**src/rtl/qam16_coherent_demod.sv**
```systemverilog
// Coherent 16-QAM demodulator: mixes rx with sin/cos references, integrates one symbol, slices to a Gray 4-bit code.
// Latency: sym_valid rises one cycle after the edge that accepts the last sample of a symbol.
// Backpressure: in_ready drops only in the one SLICE cycle; an unconsumed symbol is overwritten and flags a sticky overrun.
module qam16_coherent_demod #(
    parameter int SYMBOL_LEN = 360,
    parameter int ACC_W      = 25,
    parameter int THRESH     = 900000
) (
    input  logic                    Clk,
    input  logic                    Rst_n,
    input  logic signed [7:0]       rx_sample,
    input  logic signed [7:0]       ref_sin,
    input  logic signed [7:0]       ref_cos,
    input  logic                    in_valid,
    input  logic                    sym_start,
    output logic                    in_ready,
    output logic [3:0]              sym_out,
    output logic                    sym_valid,
    input  logic                    sym_ready,
    output logic signed [ACC_W-1:0] acc_i,
    output logic signed [ACC_W-1:0] acc_q,
    output logic                    overrun
);

    localparam int CW = $clog2(SYMBOL_LEN + 1);
    localparam logic [CW-1:0]          LAST  = CW'(SYMBOL_LEN);
    localparam logic signed [ACC_W-1:0] THR_P = ACC_W'(THRESH);
    localparam logic signed [ACC_W-1:0] THR_N = -THR_P;

    typedef enum logic [1:0] {
        IDLE  = 2'd0,
        ACCUM = 2'd1,
        SLICE = 2'd2
    } state_t;

    state_t                  state_q;
    logic [CW-1:0]           cnt_q;
    logic [CW-1:0]           cnt_d;
    logic signed [ACC_W-1:0] sum_i_q;
    logic signed [ACC_W-1:0] sum_q_q;
    logic signed [ACC_W-1:0] sum_i_d;
    logic signed [ACC_W-1:0] sum_q_d;
    logic signed [ACC_W-1:0] acc_i_q;
    logic signed [ACC_W-1:0] acc_q_q;
    logic [3:0]              sym_out_q;
    logic                    sym_valid_q;
    logic                    overrun_q;
    logic                    in_ready_q;

    logic signed [15:0]      rx_w;
    logic signed [15:0]      sin_w;
    logic signed [15:0]      cos_w;
    logic signed [15:0]      prod_i;
    logic signed [15:0]      prod_q;
    logic signed [ACC_W-1:0] prod_i_ext;
    logic signed [ACC_W-1:0] prod_q_ext;
    logic                    accept;
    logic                    load;

    // Widen operands first so the 16-bit product is the exact 8x8 signed result.
    assign rx_w       = 16'(rx_sample);
    assign sin_w      = 16'(ref_sin);
    assign cos_w      = 16'(ref_cos);
    assign prod_i     = rx_w * sin_w;
    assign prod_q     = rx_w * cos_w;
    assign prod_i_ext = {{(ACC_W-16){prod_i[15]}}, prod_i};
    assign prod_q_ext = {{(ACC_W-16){prod_q[15]}}, prod_q};

    assign accept = in_valid && in_ready_q;
    // A sym_start (first sample or resync) or the first sample after SLICE restarts the sums.
    assign load   = sym_start || (cnt_q == '0);

    // Next accumulator/count values for an accepted sample.
    always_comb begin
        sum_i_d = sum_i_q + prod_i_ext;
        sum_q_d = sum_q_q + prod_q_ext;
        cnt_d   = cnt_q + 1'b1;
        if (load) begin
            sum_i_d = prod_i_ext;
            sum_q_d = prod_q_ext;
            cnt_d   = CW'(1);
        end
    end

    // Four-level slicer: boundaries at -THRESH, 0 and +THRESH, ties go to the upper region.
    function automatic logic [1:0] slice2(input logic signed [ACC_W-1:0] v);
        if (v >= THR_P)
            return 2'b10;
        else if (v >= 0)
            return 2'b11;
        else if (v >= THR_N)
            return 2'b01;
        else
            return 2'b00;
    endfunction

    // Control FSM with integrators, output register and handshake.
    always_ff @(posedge Clk or negedge Rst_n) begin
        if (!Rst_n) begin
            state_q     <= IDLE;
            cnt_q       <= '0;
            sum_i_q     <= '0;
            sum_q_q     <= '0;
            acc_i_q     <= '0;
            acc_q_q     <= '0;
            sym_out_q   <= '0;
            sym_valid_q <= 1'b0;
            overrun_q   <= 1'b0;
            in_ready_q  <= 1'b1;
        end else begin
            if (sym_valid_q && sym_ready)
                sym_valid_q <= 1'b0;

            case (state_q)
                IDLE, ACCUM: begin
                    if (accept && (sym_start || state_q == ACCUM)) begin
                        sum_i_q <= sum_i_d;
                        sum_q_q <= sum_q_d;
                        cnt_q   <= cnt_d;
                        if (cnt_d == LAST) begin
                            state_q    <= SLICE;
                            in_ready_q <= 1'b0;
                        end else begin
                            state_q <= ACCUM;
                        end
                    end
                end
                SLICE: begin
                    acc_i_q     <= sum_i_q;
                    acc_q_q     <= sum_q_q;
                    sym_out_q   <= {slice2(sum_i_q), slice2(sum_q_q)};
                    sym_valid_q <= 1'b1;
                    if (sym_valid_q && !sym_ready)
                        overrun_q <= 1'b1;
                    sum_i_q     <= '0;
                    sum_q_q     <= '0;
                    cnt_q       <= '0;
                    in_ready_q  <= 1'b1;
                    state_q     <= ACCUM;
                end
                default: begin
                    state_q    <= IDLE;
                    in_ready_q <= 1'b1;
                end
            endcase
        end
    end

    assign in_ready  = in_ready_q;
    assign sym_out   = sym_out_q;
    assign sym_valid = sym_valid_q;
    assign acc_i     = acc_i_q;
    assign acc_q     = acc_q_q;
    assign overrun   = overrun_q;

endmodule

```
**config.mk**
```make
export PLATFORM = sky130hd
export DESIGN_NAME = qam16_coherent_demod
export DESIGN_NICKNAME = d
export VERILOG_FILES = /design/src/rtl/qam16_coherent_demod.sv
export SDC_FILE = /design/constraint.sdc
export NUM_CORES = 1
export LEC_CHECK = 0
export BUFFER_PORTS_ARGS = -buffer_cell sky130_fd_sc_hd__buf_2
export CAP_MARGIN = 40
export CORE_UTILIZATION = 38
export DETAILED_ROUTE_END_ITERATION = 8
export GPL_ROUTABILITY_DRIVEN = 0
export PLACE_DENSITY = 0.54
export SYNTH_ARGS = -nofsm -noshare
export SYNTH_HDL_FRONTEND = slang
export SYNTH_SLANG_ARGS = --single-unit
```
**constraint.sdc**
```tcl
create_clock -name Clk -period 3.1 [get_ports Clk]
set_clock_uncertainty 0.1 [all_clocks]
set_input_delay 0.155 -clock Clk [delete_from_list [all_inputs] [get_ports Clk]]
set_output_delay 0.155 -clock Clk [all_outputs]
set_load 0.02 [all_outputs]
```
After elaboration in Yosys (flattened, before gate mapping)
Index checks and enable logic that the tools add are counted.
{"block": "totals", "register_bits": 118, "wordCells": 64}
{"block": "classes", "add_sub_neg": 3, "multipliers": 2, "n_lt_le_gt_ge": 6, "n_eq_ne": 5, "n_mux": 23, "n_reduce_logical": 15}
{"operator": "$ge A25 B21 Y1 const B", "count": 4}
{"operator": "$mux W25", "count": 4}
{"operator": "$pmux W25 S2", "count": 2}
{"operator": "$add A25 B16 Y25", "count": 2}
{"operator": "$ge A25 B1 Y1 const B", "count": 2}
{"operator": "$mul A8 B8 Y16", "count": 2}
{"operator": "$mux W9", "count": 2}
{"operator": "$pmux W9 S2", "count": 1}
{"operator": "$mux W2", "count": 6}
{"operator": "$add A9 B1 Y9 const B", "count": 1}
{"operator": "$eq A9 B9 Y1 const B", "count": 1}
{"operator": "$logic_not A9 Y1", "count": 1}
{"operator": "$mux W1", "count": 7}
{"operator": "$reduce_and A2 Y1", "count": 3}
{"operator": "$logic_and A1 B1 Y1", "count": 4}
{"operator": "$ne A2 B2 Y1 const B", "count": 2}
{"operator": "$pmux W2 S2", "count": 1}
{"operator": "$reduce_bool A2 Y1", "count": 2}
{"operator": "$eq A2 B1 Y1 const B", "count": 1}
{"operator": "$eq A2 B2 Y1 const B", "count": 1}
{"operator": "$logic_not A2 Y1", "count": 1}
{"operator": "$logic_or A1 B1 Y1", "count": 2}
{"operator": "$reduce_or A2 Y1", "count": 1}
{"operator": "$logic_not A1 Y1", "count": 1}

Depth between registers and ports, before layout
Gate-level depths: netlist of the first run.
{"block": "logic_depth", "ltp_word": 7, "depth_mapped": 30}

Worst setup path after synthesis of the first run
Ideal clock, no wire load.
{"block": "synth_path", "path_kind": "input -> register", "start": "in rx_sample[3]", "end": "reg sum_i_q[24]", "setup_ns": 0.122, "arrival_time_ns": 6.246, "required_ns": 2.878, "setup_slack_ns": -3.367, "cell_stages": 27, "path_buffers": 1, "cell_sequence": "clkbuf_1 and2_1 fa_1 inv_1 fa_1 inv_1 fa_1 inv_1 fa_1 inv_1 ha_1 nand2_1 o21ai_1 or4_1 o2111ai_1 o22ai_1 o41a_1 xor2_1 inv_1 ha_1 or3_1 a211oi_1 o21ai_0 a31oi_1 xor2_1 or3_1 a32o_1"}
{"block": "synth_via", "elab_chain_cells": 5}
{"element": "from (decl)", "line_no": "11", "rtl": "input logic signed [7:0] rx_sample,"}
{"element": "$mul A8 B8 Y16 *", "line_no": "64", "rtl": "assign prod_i = rx_w * sin_w;"}
{"element": "$add A25 B16 Y25", "line_no": "75", "rtl": "sum_i_d = sum_i_q + prod_i_ext;"}
{"element": "$mux W25 *", "line_no": "78", "rtl": "if (load) begin"}
{"element": "$mux W25 *", "line_no": "116", "rtl": "if (accept && (sym_start || state_q == ACCUM)) begin"}
{"element": "$pmux W25 S2 *", "line_no": "114", "rtl": "case (state_q)"}
{"element": "to (signal assigned)", "line_no": "117", "rtl": "sum_i_q <= sum_i_d;"}
{"element": "to (decl)", "line_no": "39", "rtl": "logic signed [ACC_W-1:0] sum_i_q;"}
Mark *: on every way between the ends. The rest lies on a longest branch, timed or not. The select of a mux whose other input is x is not followed.
A chain may end at the register's enable or synchronous reset.

Final worst setup path of the first run
{"block": "layout_path", "start": "in ref_sin[4]", "end": "reg sum_i_q[24]"}
{"block": "layout_via", "elab_chain_cells": 5}
{"element": "from (decl)", "line_no": "12", "rtl": "input logic signed [7:0] ref_sin,"}
{"element": "$mul A8 B8 Y16 *", "line_no": "64"}
{"element": "$add A25 B16 Y25", "line_no": "75"}
{"element": "$mux W25 *", "line_no": "78"}
{"element": "$mux W25 *", "line_no": "116"}
{"element": "$pmux W25 S2 *", "line_no": "114"}
Marked as above.

==> results of run 1 <==
## flip-flops by register name, indices dropped and copies added, names as in the netlist
signal     count
acc_i         25
acc_q         25
sum_i_q       25
sum_q_q       25
cnt_q          9
sym_out        4
state_q        2
in_ready       1
overrun        1
sym_valid      1
## worst register-to-register path: cells and delay by family, from the launching register on
| kind | cells | cell delay [ns] |
|---|---|---|
| DFF | 1 | 0.35 |
| AOI/OAI and AO/OA | 7 | 1.16 |
| and+or+nand+nor | 2 | 0.55 |
| xor gates and xnor gates | 1 | 0.18 |
| adders and majority gates | 2 | 0.55 |
| buffers and inverters | 1 | 0.06 |
## kinds of logic (layout without fill, tap and decap cells)
family,Yosys count,after routing,share of synthesized area [%]
fa+ha+maj,222,222,29.1
flops,118,118,23.7
buf+inv,241,668,7.27
simple gates,380,380,15.5
xor+xnor,81,81,5.70
compound gates,288,288,14.1
mux,51,51,4.59
## cell usage after synthesis, drive strengths merged (3+ instances only)
library cell,number
a31oi,8
or4,3
a22o,4
o311ai,3
o21bai,12
and3,12
a21oi,85
a211o,3
clkbuf,37
dfrtp,117
fa,112
nand2,104
o31ai,4
nor3,11
nor4,3
a211oi,7
a21o,30
xnor2,56
or3,6
nor2,57
ha,110
nand4,3
nor2b,23
inv,202
mux2,49
o211ai,7
and4,4
a311oi,3
and2,92
o2111ai,4
nand2b,14
nand3,43
o21ai,95
xor2,25
## per-layer routing
| layer | share of wire (%) | vias to the layer above | global-route usage, % |
|---|---|---|---|
| li1 | - | 5437 | - |
| met1 | 48 | 5355 | 27.2 |
| met2 | 49 | 150 | 33.3 |
| met3 | 2.4 | 36 | 2.52 |
| met4 | 1.5 | 0 | 5.67 |
| met5 | 0 | - | 0 |
## cell type report
cell class,count,area (um2)
Clock buffer,21,460
Fill cell,2801,13300
Inverter,202,776
Multi-Input combinational cell,1022,10300
Tap cell,435,544
Clock inverter,11,173
Sequential cell,118,2950
Timing Repair Buffer,434,3450
## repair_timing
action | 4_1_cts | 5_1_grt
hold buffers | 3 | 0
pin swaps | 121 | 169
cloned | 0 | 0
setup buffers | 45 | 38
endpoints found under the setup margin | 41 | 41
resized for setup | 185 | 142
hold endpoints to repair | 54 | 0
## worst paths after layout
| check | cells past startpoint | end |
|---|---|---|
| setup / recovery | 27 | sum_i_q[24] |
| hold / removal | 3 | state_q[0] |
| setup reg to reg | 13 | sum_i_q[24] |
| hold reg to reg | 1 | overrun |
| max in group asynchronous | 3 | sum_q_q[15] |
| min in group asynchronous | 2 | acc_q[16] |
## stage by stage
| stage | setup WS [ns] | hold WS (ns) |
|---|---|---|
| 6_report | -2.77 | 0.0172 |
| 5_1_grt | -2.97 | 0.0398 |
| 3_3_place_gp | -3.33 | 0.153 |
| 3_5_place_dp | -3.43 | 0.150 |
| 4_1_cts | -2.81 | 0.00249 |
| 2_1_floorplan | -3.04 | -0.241 |
==> out/metrics.cfg, run 1 <==
[cts]
cts_sinks=118
insertion_delay_ns=0.43
h-tree-depth=4
cts_buffers=17
cts_buffer_depth=2
clk_pin_slew_ns=0.06
clock-root-buffer=clkbuf_16
cts_tree=built

[timing]
max_freq_mhz=170
finalCritPeriodShare_pct=189
hold_viol=0
tightest_slew_ns=0.731
rsz0062_at_grt=yes
fin_tns_setup_ns=-78.17
setup_viol=40
maxSlewHeadroom_pct=51.2
min_period_ns=5.87
layout_setup_ws_ns=-2.77
final_max_slew_viol_count=0

[logic_synthesis]
ys_seq_area_share_pct=23.7
ys_async_sr_fraction_pct=100
yosysWarnings=0
synth.avg_cell_area_um2=9.01
netlist.area_leader.share_pct=23.5
synth_seq_cells=118
syn_inst=1381
synth.cell_area_um2=12400
yosysUniqueCellTypes=62
ys.flop_type=dfrtp_1
syn_nets=1632
synth_edf_count=0
synth.area.top_cells=dfrtp_1, fa_1, ha_1
yosysTopAreaCell=dfrtp_1

[die]
core_region_area_um2=31900
ios=86
num_rows=65
die-area_um2=33500
die_x_um=183
chipHeight_um=183
start_util_pct=39.0

[global_route]
grt_max_degree=55
grt_pass1_vias=11200
track_usage_pct=20.0
grt_pass1_wl_um=54300
antenna_found_initial=0
overflow=0

[layout]
final_util_pct=58.4
final_cell_mix=buf_4, inv_1, dfrtp_1
finalNonFillerCells=2243
layout_commonest_cell=buf_4
drive_gt1_share_pct=43.1
stdcell_area_um2=18600
antennaDiodeCount=0
syn2layout_area_growth_pct=49.6
layout.nets=2046

[critical_path]
crit_path_end_kind=flop
critPathArrivalTime_ns=6.09
cp_top_family=adder cells
crit_start=ref_sin[4]
critPathLaunchType=primary input
cpPeakStageDelay_ns=0.53
cp_max_fo=5
cp.buffers_inverters=6
worst_path_max_delay_cell=fa_1
path_common_cell=fa_1
r2r_start=sum_i_q[0]
required_ns=3.32
r2r_setup_slack_ns=0.04
worstSetupPathType=primary input to flop

[drt]
drt_iter0_markers=515
wl_per_cell_um=14.6
first_pass_iters=4
routed_via_density=4.89
post-route-drc-count=0
wl_um=32800
vias=11000
ant_nets=0

[worst_hold_path]
hp-class=primary input to flop
min-delay-start=in_valid

[place]
portBuffers=85
post-dp-hpwl_um=24600
place_inst=2146
dpl_cell_area_um2=16000

[status]
violations=setup timing
status=finished, violations left

[flow_run]
maxCapViolations=0

Power of run 1 is not shown: default switching activity piles up to over one toggle a cycle in this logic, so the estimate is an artifact.
==> inputs of run 2 (changes only) <==
Settings changed: SKIP_CTS_REPAIR_TIMING from default to 1, SLEW_MARGIN from default to 10.
==> run 2 against run 1 <==
Register-to-register slack is essentially flat. Count of clock-buffer cells in the layout did not move. Flip-flop and latch count stayed put. Worst setup slack got worse by 0.073 ns. The run still ends with setup timing left. Non-clock buffer count decreased by 20. Via count is 0.95% lower. Critical path depth is the same. Maximum frequency shrank 1.2%. Cell count down 0.89%.
==> out/metrics.cfg, run 2 (same netlist as run 1, synthesis figures left out) <==
[status]
status=finished, violations left
violations=setup timing

[critical_path]
r2r_cells=13  ; unchanged
worstSetupPathType=primary input to flop
crit_path_end_kind=flop
required_ns=3.32  ; about the same
critPathLaunchType=primary input
critPathArrivalTime_ns=6.17  ; +0.08 ns
cp_max_fo=4  ; -1
r2r_setup_slack_ns=0.04  ; about the same
r2r_start=sum_i_q[0]
rr_endpoint=sum_i_q[24]

[cts]
insertion_delay_ns=0.44  ; about the same
cts_sinks=118  ; unchanged
clock-root-buffer=clkbuf_16
cts_buffers=17  ; unchanged
h-tree-depth=4  ; unchanged
cts_tree=built
cts_buffer_depth=2  ; unchanged
clk_pin_slew_ns=0.06  ; about the same

[drt]
vias=10900  ; -0.95%
routed_via_density=4.89  ; about the same
post-route-drc-count=0  ; unchanged
wl_um=32400  ; -1.1%
first_pass_iters=5  ; +1
drt_iter0_markers=457  ; -11%
wl_per_cell_um=14.6  ; -0.20%
ant_nets=0  ; unchanged

[timing]
tightest_slew_ns=0.735  ; +0.00323 ns
setup_viol=40  ; unchanged
rsz0062_at_grt=yes
final_max_slew_viol_count=0  ; unchanged
layout_setup_ws_ns=-2.85  ; -0.0731 ns
finalCritPeriodShare_pct=192  ; +2.4 points
hold_viol=0  ; unchanged
maxSlewHeadroom_pct=51.0  ; -0.22 points
min_period_ns=5.95  ; +0.0731 ns
max_freq_mhz=168  ; -1.2%

[place]
portBuffers=85  ; unchanged
place_inst=2146  ; unchanged
post-dp-hpwl_um=24600  ; unchanged

[global_route]
grt_pass1_vias=10700  ; -4.6%
grt_max_degree=55  ; unchanged
antenna_found_initial=0  ; unchanged
grt_pass1_wl_um=51900  ; -4.4%
overflow=0  ; unchanged
track_usage_pct=19.1  ; -0.88 points

[layout]
final_cell_mix=buf_4, inv_1, dfrtp_1
layout_commonest_cell=buf_4
syn2layout_area_growth_pct=46.9
antennaDiodeCount=0  ; unchanged
fill_cells=2869  ; +2.4%
drive_gt1_share_pct=42.1  ; -1.0 points
multi_input_area_um2=10100  ; -1.3%
seq_area_um2=2950  ; unchanged
layout.nets=2026  ; -0.98%
finalNonFillerCells=2223  ; -0.89%

[worst_hold_path]
hold-path-cell-count=3  ; unchanged
hp-class=primary input to flop
worstHoldEndpoint=state_q[0]
min-delay-start=sym_start

[die]
die-area_um2=33500  ; unchanged
ios=86  ; unchanged
num_rows=65  ; unchanged
start_util_pct=39.0  ; unchanged
die_x_um=183  ; unchanged
chipHeight_um=183  ; unchanged
core_region_area_um2=31900  ; unchanged

[flow_run]
maxCapViolations=0  ; unchanged

## run 2: cell types whose count changed in the layout (fill, tap and decap cells not counted), moves of 4 or more
cell,before,now
xnor2_4,6,2
inv_1,166,162
inv_2,33,38
buf_6,76,63
buf_4,274,267
## run 2: critical path, stage by stage
cell and delay (ns):
buf_2 0.12, and2_4 0.14, fa_1 0.53, inv_2 0.05
fa_1 0.51, inv_2 0.04, fa_1 0.52, inv_1 0.05
fa_1 0.48, inv_2 0.05, ha_4 0.22, nand2_2 0.06
o21ai_2 0.05, or4_4 0.43, o2111ai_4 0.09, o22ai_2 0.13
o41a_1 0.37, xor2_2 0.25, inv_2 0.14, ha_4 0.19
or3_4 0.38, a211oi_2 0.18, o21ai_1 0.12, a31oi_1 0.21
xor2_1 0.11, or3_1 0.38, a32o_1 0.22
## run 2: worst max path at each step
stage          slack [ns]         start          end
2_1_floorplan       -3.04  rx_sample[3]  sum_i_q[24]
3_3_place_gp        -3.33    ref_sin[0]  sum_i_q[24]
3_5_place_dp        -3.43    ref_sin[0]  sum_i_q[24]
4_1_cts             -2.98    ref_sin[0]  sum_i_q[24]
5_1_grt             -3.02    ref_sin[1]  sum_i_q[24]
6_report            -2.85    ref_sin[1]  sum_i_q[24]
## run 2: layout make-up
class                   instances  area share [%]
multi-input cells            1022            55.4
repair buffers                414            17.7
flip-flops and latches        118            16.2
inverters                     202            4.23
well taps                     435            2.98
clock buffers                  21            2.52
clock inverters                11           0.944
## run 2: metrics by stage
stage	setup slack [ns]	instance area (um2)	TNS (ns)	hold slack (ns)	utilization [%]
after floorplan	-3.04	13100	-76.96	-0.241	-
after global placement	-3.33	16000	-100.81	0.153	50.1
after detailed placement	-3.43	16000	-102.87	0.150	50.1
after CTS	-2.98	16600	-84.14	-0.306	52.1
after global routing	-3.02	18300	-86.39	0.0363	57.3
final	-2.85	18300	-77.88	0.0190	57.3
## run 2: metal layers
metal / track usage, % / up-vias / wire length [um] / part of all wire [%]
met5: 0 / - / 0 / 0
met4: 4.67 / 0 / 407 / 1.3
met3: 2.36 / 31 / 834 / 2.6
met2: 31.0 / 138 / 15500 / 48
met1: 27.0 / 5304 / 15600 / 48
li1: - / 5401 / - / -
Power of run 2 is left out for the same reason.
==> inputs of run 3 (changes only) <==
Settings changed: PLACE_DENSITY 0.54 to default, PLACE_DENSITY_LB_ADDON from default to 0.2.
==> run 3 against run 2 <==
The flow still finishes with violations (setup timing). Flip-flop and latch count stayed put. Design area decreased by 1.7%. First-iteration DRC count fell by 7.2%. Via count decreased by 0.75%. Critical path depth down 1. Maximum frequency is 0.62% lower. Routed wire length shrank 3.2%. Utilization down 0.99 points. Sequential share of layout area up 0.28 points. Count of clock-buffer cells in the layout rose by 1. Die area did not move.
==> out/metrics.cfg, run 3 (same netlist as run 1, synthesis figures left out) <==
[timing]
fin_tns_setup_ns=-79.89  ; -2.01 ns
maxSlewHeadroom_pct=61.5  ; +10 points
finalCritPeriodShare_pct=193  ; +1.2 points
max_freq_mhz=167  ; -0.62%
rsz0062_at_grt=yes
layout_setup_ws_ns=-2.88  ; -0.0370 ns
setup_viol=40  ; unchanged
final_max_slew_viol_count=0  ; unchanged
min_period_ns=5.98  ; +0.0370 ns
hold_viol=0  ; unchanged
tightest_slew_ns=0.578  ; -0.156 ns

[global_route]
grt_pass1_vias=10600  ; -0.43%
grt_max_degree=95  ; +73%
track_usage_pct=18.8  ; -0.32 points
antenna_found_initial=0  ; unchanged
grt_pass1_wl_um=51200  ; -1.4%
overflow=0  ; unchanged

[cts]
cts_buffer_depth=2  ; unchanged
insertion_delay_ns=0.42  ; -0.02 ns
clk_pin_slew_ns=0.05  ; about the same
cts_buffers=17  ; unchanged
cts_tree=built
cts_sinks=118  ; unchanged
clock-root-buffer=clkbuf_16
h-tree-depth=4  ; unchanged

[layout]
antennaDiodeCount=0  ; unchanged
stdcell_area_um2=18000  ; -1.7%
finalNonFillerCells=2213  ; -0.45%
syn2layout_area_growth_pct=44.3
layout.nets=2016  ; -0.49%
layout_commonest_cell=buf_4
drive_gt1_share_pct=40.8  ; -1.3 points
final_cell_mix=buf_4, inv_1, dfrtp_1

[place]
post-dp-hpwl_um=24400  ; -1.0%
portBuffers=85  ; unchanged
dpl_cell_area_um2=15900  ; -0.22%
post-place-ws_ns=-3.41  ; +0.0193 ns
place_inst=2138  ; -0.37%

[critical_path]
cpPeakStageDelay_ns=0.54  ; about the same
crit_path_end_kind=flop
worst_path_max_delay_cell=fa_1
cp_max_fo=5  ; +1
critPathArrivalTime_ns=6.19  ; +0.02 ns
critPathLaunchType=primary input
worstSetupPathType=primary input to flop
required_ns=3.31  ; about the same
path_common_cell=fa_1

[die]
chipHeight_um=183  ; unchanged
num_rows=65  ; unchanged
die-area_um2=33500  ; unchanged
die_x_um=183  ; unchanged
start_util_pct=39.0  ; unchanged
core_region_area_um2=31900  ; unchanged
ios=86  ; unchanged

[drt]
ant_nets=0  ; unchanged
drt_iter0_markers=424  ; -7.2%
wl_um=31400  ; -3.2%
first_pass_iters=5  ; unchanged
routed_via_density=4.88  ; -0.31%
vias=10800  ; -0.75%
post-route-drc-count=0  ; unchanged
wl_per_cell_um=14.2  ; -2.8%

[status]
violations=setup timing
status=finished, violations left

[flow_run]
maxCapViolations=0  ; unchanged

[worst_hold_path]
hp-class=primary input to flop

## run 3: cell types whose count changed in the layout (fill, tap and decap cells not counted), moves of 5 or more
cell / before / now
a21oi_2: 26 / 31
xnor2_1: 36 / 42
a21oi_4: 7 / 2
buf_4: 267 / 261
o21ai_1: 40 / 34
o21ai_0: 42 / 48
xnor2_2: 18 / 13
ha_4: 48 / 42
## run 3: worst paths after layout
kind / start / slack [ns] / depth (start not counted) / to
min: sym_start / 0.02 / 3 / state_q[0]
max reg2reg: sum_i_q[0] / 0.01 / 13 / sum_i_q[24]
min in group asynchronous: Rst_n / 0.09 / 2 / acc_q[15]
min reg2reg: sym_out[3] / 0.37 / 2 / sym_out[3]
max: rx_sample[0] / -2.88 / 26 / sum_i_q[24]
max in group asynchronous: Rst_n / 2.00 / 3 / acc_i[15]
## run 3: metal layers
metal / GRT usage [%] / wire [um] / vias to the layer above
met5: 0 / 0 / -
met2: 31.5 / 15100 / 147
li1: - / - / 5375
met1: 26.1 / 15200 / 5243
met4: 4.23 / 323 / 0
met3: 1.95 / 744 / 27
## run 3: final cells by class
type / instances / area, um2
repair buffers: 404 / 3190
fillers: 2856 / 13900
well taps: 435 / 544
clock inverters: 10 / 105
multi-input cells: 1022 / 9950
inverters: 202 / 773
clock buffers: 22 / 454
flip-flops and latches: 118 / 2950
## run 3: critical path, delay by kind of cell
kind	cells	cell delay, ns
compound gates	8	1.35
fa+ha+maj	6	2.49
xor+xnor	2	0.38
buf+inv	5	0.42
simple gates	5	1.40
## run 3: stage by stage
stage | hold WS [ns] | utilization (%)
6_report | 0.0188 | 56.4
5_1_grt | 0.0326 | 56.4
4_1_cts | -0.453 | 51.8
3_5_place_dp | -0.00585 | 50.0
3_3_place_gp | -0.00673 | 50.0
2_1_floorplan | -0.241 | -
Power of run 3 is left out for the same reason.
